**src/rtl/music_pkg.sv**
```systemverilog
// Shared definitions for the music sequencer: note codes, ROM entry layout and FSM states.
package music_pkg;

  localparam int NOTE_W_DEF = 5;
  localparam int DUR_W_DEF  = 3;

  // Scale degrees: low octave 1..7, middle 8..14, high 15..21; 0 is silence.
  localparam int REST = 0;
  localparam int L1 = 1;
  localparam int L2 = 2;
  localparam int L3 = 3;
  localparam int L4 = 4;
  localparam int L5 = 5;
  localparam int L6 = 6;
  localparam int L7 = 7;
  localparam int M1 = 8;
  localparam int M2 = 9;
  localparam int M3 = 10;
  localparam int M4 = 11;
  localparam int M5 = 12;
  localparam int M6 = 13;
  localparam int M7 = 14;
  localparam int H1 = 15;
  localparam int H2 = 16;
  localparam int H3 = 17;
  localparam int H4 = 18;
  localparam int H5 = 19;
  localparam int H6 = 20;
  localparam int H7 = 21;

  typedef enum logic [2:0] {IDLE, FETCH, WAIT, PLAY, DONE} state_e;

  // An entry is {eos, dur, note}.
  function automatic int entryWidth(input int noteW, input int durW);
    return 1 + durW + noteW;
  endfunction

endpackage

```
**src/rtl/music_rom.sv**
```systemverilog
// Song table for music_seq: synchronous-read case ROM indexed by {song, index}.
// Unlisted addresses read as 0, which plays as a one-beat rest with no end marker.
module music_rom
  import music_pkg::*;
#(
  parameter int NOTE_W = NOTE_W_DEF,
  parameter int DUR_W  = DUR_W_DEF,
  parameter int ADDR_W = 6,
  parameter int SEL_W  = 2
) (
  input  logic                                 clk,
  input  logic [SEL_W+ADDR_W-1:0]              addr_i,
  output logic [entryWidth(NOTE_W, DUR_W)-1:0] data_o
);

  localparam int ENTRY_W = entryWidth(NOTE_W, DUR_W);
  localparam int DEPTH   = 2 ** ADDR_W;

  logic [ENTRY_W-1:0] romD;
  logic [ENTRY_W-1:0] data_q;

  function automatic logic [ENTRY_W-1:0] ent(input logic eos, input int dur, input int nt);
    return {eos, DUR_W'(dur), NOTE_W'(nt)};
  endfunction

  // Song 1 has no end marker at all, so it wraps through every slot.
  always_comb begin
    romD = '0;
    case (int'(addr_i))
      0 * DEPTH + 0:         romD = ent(1'b0, 2, M6);
      0 * DEPTH + 1:         romD = ent(1'b0, 1, M5);
      0 * DEPTH + 2:         romD = ent(1'b1, 0, REST);
      1 * DEPTH + 0:         romD = ent(1'b0, 1, H1);
      1 * DEPTH + 1:         romD = ent(1'b0, 2, M3);
      1 * DEPTH + DEPTH - 1: romD = ent(1'b0, 1, L1);
      2 * DEPTH + 0:         romD = ent(1'b0, 1, L5);
      2 * DEPTH + 1:         romD = ent(1'b0, 0, L5);
      2 * DEPTH + 2:         romD = ent(1'b0, 3, H7);
      2 * DEPTH + 3:         romD = ent(1'b1, 0, REST);
      3 * DEPTH + 0:         romD = ent(1'b0, 1, H2);
      3 * DEPTH + 1:         romD = ent(1'b1, 0, REST);
      default:               romD = '0;
    endcase
  end

  always_ff @(posedge clk) begin
    data_q <= romD;
  end

  assign data_o = data_q;

endmodule

```
**src/rtl/music_seq.sv**
```systemverilog
// Music sequencer: walks a song in music_rom and presents one note code per entry.
// Define MUSIC_SEQ_ARTIC_EN to silence the tail of each entry for a staccato gap.
module music_seq
  import music_pkg::*;
#(
  parameter int NOTE_W   = NOTE_W_DEF,
  parameter int DUR_W    = DUR_W_DEF,
  parameter int ADDR_W   = 6,
  parameter int SONGS    = 4,
  parameter int BEAT_DIV = 12_500_000
) (
  input  logic                     clk,
  input  logic                     rst,
  input  logic                     play,
  input  logic                     stop,
  input  logic                     pause,
  input  logic                     loop_en,
  input  logic [$clog2(SONGS)-1:0] song_sel,
  output logic [NOTE_W-1:0]        note,
  output logic                     busy,
  output logic                     beat_pulse,
  output logic                     song_done
);

  localparam int SEL_W   = $clog2(SONGS);
  localparam int CNT_W   = $clog2(BEAT_DIV);
  localparam int ENTRY_W = entryWidth(NOTE_W, DUR_W);

  state_e             state_q, state_d;
  logic [SEL_W-1:0]   song_q, song_d, songPick;
  logic [ADDR_W-1:0]  index_q, index_d;
  logic [NOTE_W-1:0]  note_q, note_d;
  logic [CNT_W-1:0]   beatCnt_q, beatCnt_d;
  logic [DUR_W-1:0]   beatLeft_q, beatLeft_d;
  logic [ENTRY_W-1:0] romData;
  logic               romEos;
  logic [DUR_W-1:0]   romDur;
  logic [NOTE_W-1:0]  romNote;
  logic               playing, beatEnd, lastBeat, inGap;

  music_rom #(
    .NOTE_W (NOTE_W),
    .DUR_W  (DUR_W),
    .ADDR_W (ADDR_W),
    .SEL_W  (SEL_W)
  ) u_rom (
    .clk    (clk),
    .addr_i ({song_q, index_q}),
    .data_o (romData)
  );

  assign {romEos, romDur, romNote} = romData;

  assign playing  = (state_q == PLAY) && !pause;
  assign beatEnd  = playing && (beatCnt_q == CNT_W'(BEAT_DIV - 1));
  assign lastBeat = (beatLeft_q == DUR_W'(1));

`ifdef MUSIC_SEQ_ARTIC_EN
  localparam int GAP = BEAT_DIV / 8;
  assign inGap = lastBeat && (int'(beatCnt_q) >= BEAT_DIV - GAP);
`else
  assign inGap = 1'b0;
`endif

  always_comb begin
    songPick = song_sel;
    if (int'(song_sel) >= SONGS) songPick = SEL_W'(SONGS - 1);
  end

  always_ff @(posedge clk or posedge rst) begin
    if (rst) state_q <= IDLE;
    else     state_q <= state_d;
  end

  always_comb begin
    state_d = state_q;
    if (stop) begin
      state_d = IDLE;
    end else begin
      case (state_q)
        IDLE:    if (play) state_d = FETCH;
        FETCH:   state_d = WAIT;
        WAIT:    state_d = !romEos ? PLAY : (loop_en ? FETCH : DONE);
        PLAY:    if (beatEnd && lastBeat) state_d = FETCH;
        DONE:    state_d = IDLE;
        default: state_d = IDLE;
      endcase
    end
  end

  // Pause simply stops the beat counter; the held count resumes on release.
  always_comb begin
    song_d     = song_q;
    index_d    = index_q;
    note_d     = note_q;
    beatCnt_d  = beatCnt_q;
    beatLeft_d = beatLeft_q;
    if (stop) begin
      index_d   = '0;
      beatCnt_d = '0;
    end else begin
      case (state_q)
        IDLE: begin
          if (play) begin
            song_d  = songPick;
            index_d = '0;
          end
        end
        WAIT: begin
          if (!romEos) begin
            note_d     = romNote;
            beatLeft_d = (romDur == '0) ? DUR_W'(1) : romDur;
            beatCnt_d  = '0;
          end else if (loop_en) begin
            index_d = '0;
          end
        end
        PLAY: begin
          if (beatEnd) begin
            beatCnt_d = '0;
            if (lastBeat) index_d = index_q + ADDR_W'(1);
            else          beatLeft_d = beatLeft_q - DUR_W'(1);
          end else if (playing) begin
            beatCnt_d = beatCnt_q + CNT_W'(1);
          end
        end
        default: ;
      endcase
    end
  end

  always_ff @(posedge clk or posedge rst) begin
    if (rst) begin
      song_q     <= '0;
      index_q    <= '0;
      note_q     <= '0;
      beatCnt_q  <= '0;
      beatLeft_q <= '0;
    end else begin
      song_q     <= song_d;
      index_q    <= index_d;
      note_q     <= note_d;
      beatCnt_q  <= beatCnt_d;
      beatLeft_q <= beatLeft_d;
    end
  end

  always_comb begin
    busy       = (state_q != IDLE);
    song_done  = (state_q == DONE);
    beat_pulse = beatEnd;
    note       = '0;
    if (playing && !inGap) note = note_q;
  end

endmodule

```
**config.mk**
```make
export PLATFORM = sky130hd
export DESIGN_NAME = music_seq
export DESIGN_NICKNAME = d
export VERILOG_FILES = /design/src/rtl/music_pkg.sv /design/src/rtl/music_rom.sv /design/src/rtl/music_seq.sv
export SDC_FILE = /design/constraint.sdc
export NUM_CORES = 1
export LEC_CHECK = 0
export CAP_MARGIN = 20
export CELL_PAD_IN_SITES_DETAIL_PLACEMENT = 0
export CELL_PAD_IN_SITES_GLOBAL_PLACEMENT = 1
export CORE_ASPECT_RATIO = 0.5
export CORE_UTILIZATION = 42
export CTS_CLUSTER_DIAMETER = 200
export CTS_CLUSTER_SIZE = 14
export DETAILED_ROUTE_END_ITERATION = 6
export GPL_ROUTABILITY_DRIVEN = 0
export HOLD_SLACK_MARGIN = 0.15
export PLACE_DENSITY = 0.76
export REMOVE_ABC_BUFFERS = 1
export SYNTH_ARGS = -nofsm -noshare
export SYNTH_HDL_FRONTEND = slang
export SYNTH_SLANG_ARGS = --single-unit
```
**constraint.sdc**
```tcl
create_clock -name clk -period 2.2 [get_ports clk]
set_input_delay 0.22 -clock clk [delete_from_list [all_inputs] [get_ports clk]]
set_output_delay 0.22 -clock clk [all_outputs]
set_load 0.05 [all_outputs]
```
# Yosys cells after proc, flatten, opt, wreduce, memory -nomap -nowiden
# Index checks and enable logic that the tools add are counted.
# totals
register_bits	52
elab_cells	83
# op_classes
addsub	3
n_eq_ne	28
muxes	25
n_bitwise	2
n_reduce_logical	18
# op_table
operator	count
$mux 24	4
$pmux 9 s10	1
$eq 8x8->1 const B	6
$pmux 24 s2	1
$mux 6	6
$mux 3	9
$add 24x1->24 const B	1
$eq 24x24->1 const B	1
$eq 8x7->1 const B	3
$pmux 6 s3	1
$ne 3x3->1 const B	5
$pmux 3 s4	1
$reduce_and 3->1	3
$eq 8x1->1 const B	1
$eq 8x2->1 const B	1
$logic_not 8->1	1
$add 6x1->6 const B	1
$eq 3x1->1 const B	2
$eq 3x2->1 const B	2
$logic_not 3->1	2
$ne 2x2->1 const B	3
$ne 3x2->1 const B	2
$pmux 3 s2	1
$reduce_and 6->1	1
13 further kinds	17

# Logic depth before layout (Yosys ltp)
# Gate-level depths: netlist (run 1).
# logic_depth
word_depth	7
depth_mapped	7

# Cells and area by module
# Synthesis (run 1) repeated with hierarchy kept, for this count alone.
# unflattened
cells_unflattened	315
hier_area_um2	2872.8
# by_module_without_submodules
mod	n_inst	cells_each	area_per_inst_um2
music_seq	1	269	2484.9
music_rom	1	46	387.9

# Worst setup path after synthesis (run 1)
# No wires, ideal clock.
# synth_timing
path_type	reg2reg
startpoint	reg beatCnt_q[6]
endpoint	reg state_q[1]
setup_ns	0.133
arrival_ns	2.054
t_required_ns	2.067
slack_ns	0.013
path_stages_with_launch	7
n_path_buf	0
path_cell_list	dfrtp_1 -> or4b_4 -> nor4_4 -> nand2_2 -> inv_1 -> a21o_1 -> o31ai_1
# synth_via
elab_chain_cells	5
# synth_rtl
element	line_no	source
start, declared	music_seq.sv:33	logic [CNT_W-1:0] beatCnt_q, beatCnt_d;
start signal, assigned	music_seq.sv:143	beatCnt_q <= beatCnt_d;
$eq 24x24->1	music_seq.sv:55	assign beatEnd = playing && (beatCnt_q == CNT_W'(BEAT_DIV - 1));
$logic_and 1x1->1	music_seq.sv:55	
via beat_pulse	music_seq.sv:21	output logic beat_pulse,
$logic_and 1x1->1	music_seq.sv:84	PLAY: if (beatEnd && lastBeat) state_d = FETCH;
$ne 3x2->1 (no line)	--	
$reduce_and 2->1 (no line)	--	
end signal, assigned	music_seq.sv:72	else state_q <= state_d;
end, declared	music_seq.sv:29	state_e state_q, state_d;
# The timed path passes the listed nets, and every way through them passes these cells.
# A chain may end at the register's enable or synchronous reset.

# Worst setup path in the final report (run 1)
# layout_timing
startpoint	reg beatCnt_q[7]
endpoint	out beat_pulse
# layout_via
elab_chain_cells	2
# layout_rtl
element	line_no
$eq 24x24->1	music_seq.sv:55
$logic_and 1x1->1	music_seq.sv:55
end, declared	music_seq.sv:21
# Every way passes these cells.

==> summary.md, run 1 <==
| Metric | Value |
|---|---|
| Worst-path clk slew | `0.07 ns` |
| CTS Sinks | `51` |
| P_sw | `756 uW` |
| DRT antenna net count | `0` |
| Crit path from | `beatCnt_q[7]` |
| Fin crit share | `101%` |
| Clock share of power | `31.8%` |
| WHS | `0.271 ns` |
| Most common cell after layout, fill and taps aside | `dfrtp_1` |
| Congestion Overflow GR | `0` |
| Area Overhead vs Synth | `23.8%` |
| RSZ-0062 raised after global routing | `true` |
| Setup Viol. Count Final | `3` |
| Ys Warns | `0` |
| # rows | `20` |
| Mapped cell area | `2800 sq um` |
| IO Port Bufs | `15` |
| Yosys reg bits | `51` |
| Nets | `351` |
| Non-filler cells, final | `425` |
| Final instance area | `3470 sq um` |
| Failing checks | `setup timing` |
| Main synth FF type | `dfrtp_1` |
| Worst R2R Path Depth | `6` |
| Crit path time final | `2.22 ns` |
| Post-synth ARST share | `84.3%` |
| Crit path arrival time | `2.00 ns` |
| Worst setup EP type | `output pin` |
| Core Box Area | `6260 sq um` |
| Switch share | `29.8%` |
| Crit start category | `flip-flop` |
| WP data required | `1.98 ns` |
| Placed insts | `411` |
| Seq pwr share | `46.9%` |
| Worst Slack Setup Final | `-0.0198 ns` |
| Peak VDD IR | `0.338 mV` |
| Max Clk Rate | `451 MHz` |
| Vias in the first global route | `2192` |
| Yosys top cell area share | `38.4%` |
| Synth area leader | `dfrtp_1` |
| Initial core utilization | `44.8%` |
| Share of layout cells above drive strength 1 | `17.8%` |
| Worst Max-Slew Pin Slew | `0.742 ns` |
| Total wire length | `6080 um` |
| Syn Inst Count | `298` |
| TritonCTS buffer count | `5` |
| Power Internal | `1780 uW` |
| H-tree depth | `2` |
| EDFF count, synth | `0` |
| RR Endpoint | `index_q[5]` |
| Die area | `7020 sq um` |
| CTS tree | `yes` |
| Kind of critical path | `reg -> out` |
| Hold Vio Cnt, Final | `0` |
| Via density per instance | `5.49` |
| Setup TNS | `-0.0408 ns` |
| Worst min-delay path class | `in -> async` |
| Distinct cells, synth | `49` |
| Hold buffer count at cts | `0` |
| P_leak | `0.00143 uW` |
| Global-route wire length before repair | `10300 um` |
| Total GRT Usage | `18.6%` |
| Status | `finished with violations` |
| Avg WL per Cell | `14.3 um` |
| Area after DPL | `3250 sq um` |
| Commonest non-fill, non-tap cells in the layout | `dfrtp_1 (43), nor2_1 (34), buf_4 (24)` |
| DR pass1 iterations | `4` |
| Total of max-cap violations | `0` |
| Largest net degree at the start of global routing | `27` |
| Internal reg-to-reg setup slack | `-0.02 ns` |
| IO Count | `16` |
| Bufs on Longest Clock Path | `2` |
| Largest cells by area after synthesis | `dfrtp_1 (38%), dfxtp_1 (5.7%), xnor2_1 (4.7%)` |
| N_diodes | `0` |
| Initial antenna violation count | `0` |
| Die X | `118 um` |
| Comb pwr share | `21.3%` |
| Setup Skew | `0.00520 ns` |
| FF-to-FF Start | `beatCnt_q[7]` |
| First DRT Iteration DRCs | `100` |
| Root Buffer | `clkbuf_16` |
| Slew HR | `50.2%` |
| Die Height | `59.8 um` |
| Dpl ws | `0.0402 ns` |
| Crit Path Max Fanout | `2` |
| Clk_lat worst skew | `0.29 ns` |
| DRC | `0` |
| DP HPWL | `4490 um` |
| Via Count | `2333` |
| Power Dens Cells | `731 nW/um^2` |
| Slew Viols, Final | `0` |
| Avg Inst Size Synth | `9.40 sq um` |
| Post-synthesis sequential area ratio | `44.1%` |
-- critical path: stages, from the launching register on --
cell,delay (ns)
dfrtp_1,0.38
or4b_4,0.56
nor4_4,0.35
nand2_2,0.11
buf_6,0.14
inv_4,0.05
buf_12,0.12
-- logic make-up after synthesis --
logic type / synth area share (%)
AO/OA/AOI/OAI: 9.24
adder cells (fa/ha/maj): 3.12
AND/OR/NAND/NOR: 29.7
multiplexers: 4.24
XOR/XNOR: 6.56
buffers and inverters: 3.04
flip-flops: 44.1
-- flip-flops by register name (all words and copies together), names as in the netlist --
name	cells
beatCnt_q	24
u_rom.data_o	8
index_q	6
note_q	5
beatLeft_q	3
state_q	3
song_q	2
-- power groups by stage --
| stage | Clock, uW | Sequential, uW | Combinational [uW] |
|---|---|---|---|
| 6_report | 806 | 1190 | 540 |
| 2_1_floorplan | 0 | 1170 | 360 |
| 3_5_place_dp | 0 | 1210 | 538 |
| 5_1_grt | 861 | 1210 | 602 |
| 3_3_place_gp | 0 | 1200 | 525 |
| 4_1_cts | 827 | 1190 | 539 |
-- layer usage --
layer	global-route usage [%]	share of wire [%]	vias up
li1	-	-	1149
met1	23.8	50	1138
met2	32.5	46	42
met3	4.68	3.5	4
met4	4.40	0.49	0
met5	0	0	-
-- cell usage after synthesis, drive strengths merged (2+ instances only) --
| master | instances |
|---|---|
| or3 | 2 |
| buf | 2 |
| nand2 | 21 |
| o211ai | 3 |
| a21oi | 6 |
| a31oi | 2 |
| nor3b | 4 |
| and3 | 3 |
| nor2b | 4 |
| nor4 | 8 |
| xor2 | 6 |
| dfxtp | 8 |
| nor2 | 34 |
| nand2b | 3 |
| or4b | 4 |
| nor3 | 13 |
| mux2i | 4 |
| a21o | 2 |
| mux2 | 7 |
| nor4bb | 2 |
| nand3 | 15 |
| o21ai | 10 |
| and4 | 5 |
| nand4 | 11 |
| inv | 12 |
| or4 | 3 |
| clkbuf | 8 |
| ha | 7 |
| and2 | 9 |
| xnor2 | 15 |
| a211oi | 8 |
| nand3b | 2 |
| dfrtp | 43 |
-- metrics by stage --
step	power (uW)	util, %
floorplan	1530	-
global placement	1730	51.9
detailed placement	1740	51.9
CTS	2550	55.1
global route	2670	55.5
finish	2530	55.5
-- what timing repair did --
item / in CTS / in global routing
resized for setup: 3 / 4
endpoints found under the setup margin: 1 / 32
buffers inserted: 5 / 1
pin swaps: 3 / 4
-- cell type report --
cell class / count / area [sq um]
fillers: 562 / 2790
multi-input cells: 225 / 1500
flip-flops and latches: 51 / 1240
repair buffers: 41 / 422
clock buffers: 6 / 139
well taps: 88 / 110
inverters: 12 / 47.5
clock inverters: 2 / 16.3
-- worst max-delay path by stage --
stage	slack (ns)	end	depth (start not counted)
floorplan	-0.30	beatCnt_q[11]	5
global placement	0.08	index_q[4]	6
detailed placement	0.04	index_q[5]	6
CTS	-0.02	beat_pulse	6
global route	-0.09	beat_pulse	6
finish	-0.02	beat_pulse	6
Power figures use the tool's default switching activity.
==> run 2: changes to the inputs <==
- CORE_MARGIN: default -> 5
- GPL_ROUTABILITY_DRIVEN: 0 -> default
- SKIP_LAST_GASP: default -> 1
==> run 2 against run 1 <==
- clock power rose by 8.2%
- utilization fell by 2.9 points
- wire length rose by 1.8%
- highest routed layer unchanged
- total power rose by 2.7%
- non-clock buffer count fell by 2
- sequential power barely moved
- via count fell by 0.30%
- first-iteration DRC count rose by 51%
- clock-buffer cell count rose by 1
- the run still ends with setup timing left
==> summary.md, run 2 (same netlist as run 1, synthesis figures left out) <==
| Metric | Value |
|---|---|
| Setup Viol. Count Final | `3 (unchanged)` |
| Die Height | `67.8 um (+13%)` |
| IO Count | `16 (unchanged)` |
| Largest net degree at the start of global routing | `25 (-7.4%)` |
| CTS tree | `yes` |
| Setup Skew | `0.00680 ns (+0.00160 ns)` |
| Worst Slack Setup Final | `-0.0196 ns (+0.000132 ns)` |
| Max reg flops | `24 (unchanged)` |
| H-tree depth | `2 (unchanged)` |
| Hold Vio Cnt, Final | `0 (unchanged)` |
| Die X | `126 um (+6.8%)` |
| Total GRT Usage | `15.6% (-3.0 points)` |
| Via Count | `2326 (-0.30%)` |
| CTS Sinks | `51 (unchanged)` |
| Hold buffer count at cts | `0 (unchanged)` |
| Root Buffer | `clkbuf_16` |
| DR pass1 iterations | `4 (unchanged)` |
| Tot Pwr | `2600 uW (+2.7%)` |
| Die area | `8510 sq um (+21%)` |
| DP HPWL | `4530 um (+0.72%)` |
| Fin crit share | `101% (about the same)` |
| N_diodes | `0 (unchanged)` |
| Total of max-cap violations | `0 (unchanged)` |
| IO Port Bufs | `15 (unchanged)` |
| Peak VDD IR | `0.382 mV (+13%)` |
| Total wire length | `6190 um (+1.8%)` |
| WHS | `0.284 ns (+0.0123 ns)` |
| Largest Register | `beatCnt_q` |
| Failing checks | `setup timing` |
| Initial antenna violation count | `0 (unchanged)` |
| Congestion Overflow GR | `0 (unchanged)` |
| Bufs on Longest Clock Path | `2 (unchanged)` |
| Avg WL per Cell | `14.5 um (+1.4%)` |
| Worst-path clk slew | `0.06 ns (about the same)` |
| Global-route wire length before repair | `10700 um (+4.5%)` |
| Area Overhead vs Synth | `23.7%` |
| Gpl congestion | `0.877` |
| Crit start category | `flip-flop` |
| # rows | `21 (+5.0%)` |
| Nets | `349 (-0.57%)` |
| Slew HR | `41.2% (-9.0 points)` |
| WP data required | `1.98 ns (about the same)` |
| Worst min-delay path class | `in -> async` |
| Via density per instance | `5.45 (-0.77%)` |
| Worst Max-Slew Pin Slew | `0.877 ns (+0.135 ns)` |
| Vias in the first global route | `2170 (-1.0%)` |
| Share of layout cells above drive strength 1 | `15.8% (-2.0 points)` |
| Status | `finished with violations` |
| Max Clk Rate | `451 MHz (about the same)` |
| RSZ-0062 raised after global routing | `true` |
| Slew Viols, Final | `0 (unchanged)` |
| First DRT Iteration DRCs | `151 (+51%)` |
| Crit path arrival time | `2.00 ns (about the same)` |
| P_leak | `0.00143 uW (+0.48%)` |
| Clk_lat worst skew | `0.29 ns (about the same)` |
| Initial core utilization | `42.5% (-2.3 points)` |
| Worst setup EP type | `output pin` |
| Kind of critical path | `reg -> out` |
| Most common cell after layout, fill and taps aside | `dfrtp_1` |
| Power Dens Cells | `751 nW/um^2 (+2.8%)` |
| Crit path time final | `2.22 ns (-0.000132 ns)` |
| Crit Path Max Fanout | `2 (unchanged)` |
| Core Box Area | `6600 sq um (+5.4%)` |
| DRT antenna net count | `0 (unchanged)` |
| TritonCTS buffer count | `5 (unchanged)` |
| Commonest non-fill, non-tap cells in the layout | `dfrtp_1 (43), nor2_1 (34), buf_4 (21)` |
| DRC | `0 (unchanged)` |
[run 2: final timing paths]
path,cells after the start,endpoint,from,slack [ns]
min reg2reg,1,note_q[0],u_rom.data_o[0],0.46
max,6,beat_pulse,beatCnt_q[14],-0.02
min in group clk,1,note_q[0],u_rom.data_o[0],0.46
max in group asynchronous,3,note_q[4],rst,1.40
max reg2reg,6,index_q[4],beatCnt_q[14],-0.01
min,2,beatCnt_q[4],rst,0.28
[run 2: area by class of cell]
cell class | count | area [sq um]
Multi-Input combinational cell | 225 | 1490
Tap cell | 92 | 115
Inverter | 12 | 47.5
Timing Repair Buffer | 39 | 419
Clock inverter | 1 | 30.0
Clock buffer | 7 | 133
Fill cell | 606 | 3130
Sequential cell | 51 | 1240
[run 2: timing repair]
item / CTS / global route
resized for setup: 3 / 1
pin swaps: 3 / 3
endpoints found under the setup margin: 1 / 31
setup buffers: 4 / 3
[run 2: worst max-delay path, stage by stage, from the launching register on]
cell     delay, ns
dfrtp_1       0.38
or4b_4        0.57
nor4_4        0.34
nand2_2       0.11
buf_6         0.13
inv_4         0.05
buf_12        0.12
[run 2: per-layer routing]
layer	GRT usage [%]	vias up	share of wire [%]	wire length (um)
met5	0	-	0	0
met1	21.6	1141	48	2970
met3	3.24	6	3.6	224
met2	25.8	40	47	2930
met4	3.24	0	0.99	61
li1	-	1139	-	-
[run 2: power breakdown]
group / internal, uW / switching, uW / total [uW]
sequential: 1080 / 115 / 1190
combinational: 245 / 292 / 536
clock: 538 / 333 / 872
[run 2: stage by stage]
| stage | instances | setup slack, ns | cell area [sq um] | TNS (ns) | utilization (%) |
|---|---|---|---|---|---|
| after detailed placement | 412 | 0.00264 | 3240 | 0 | 49.1 |
| after global placement | 412 | 0.0711 | 3240 | 0 | 49.1 |
| after CTS | 424 | -0.0401 | 3440 | -0.0903 | 52.2 |
| final | 427 | -0.0196 | 3470 | -0.0367 | 52.6 |
| after global routing | 427 | -0.0988 | 3470 | -1.99 | 52.6 |
| after floorplan | 288 | -0.304 | 2760 | -6.39 | - |
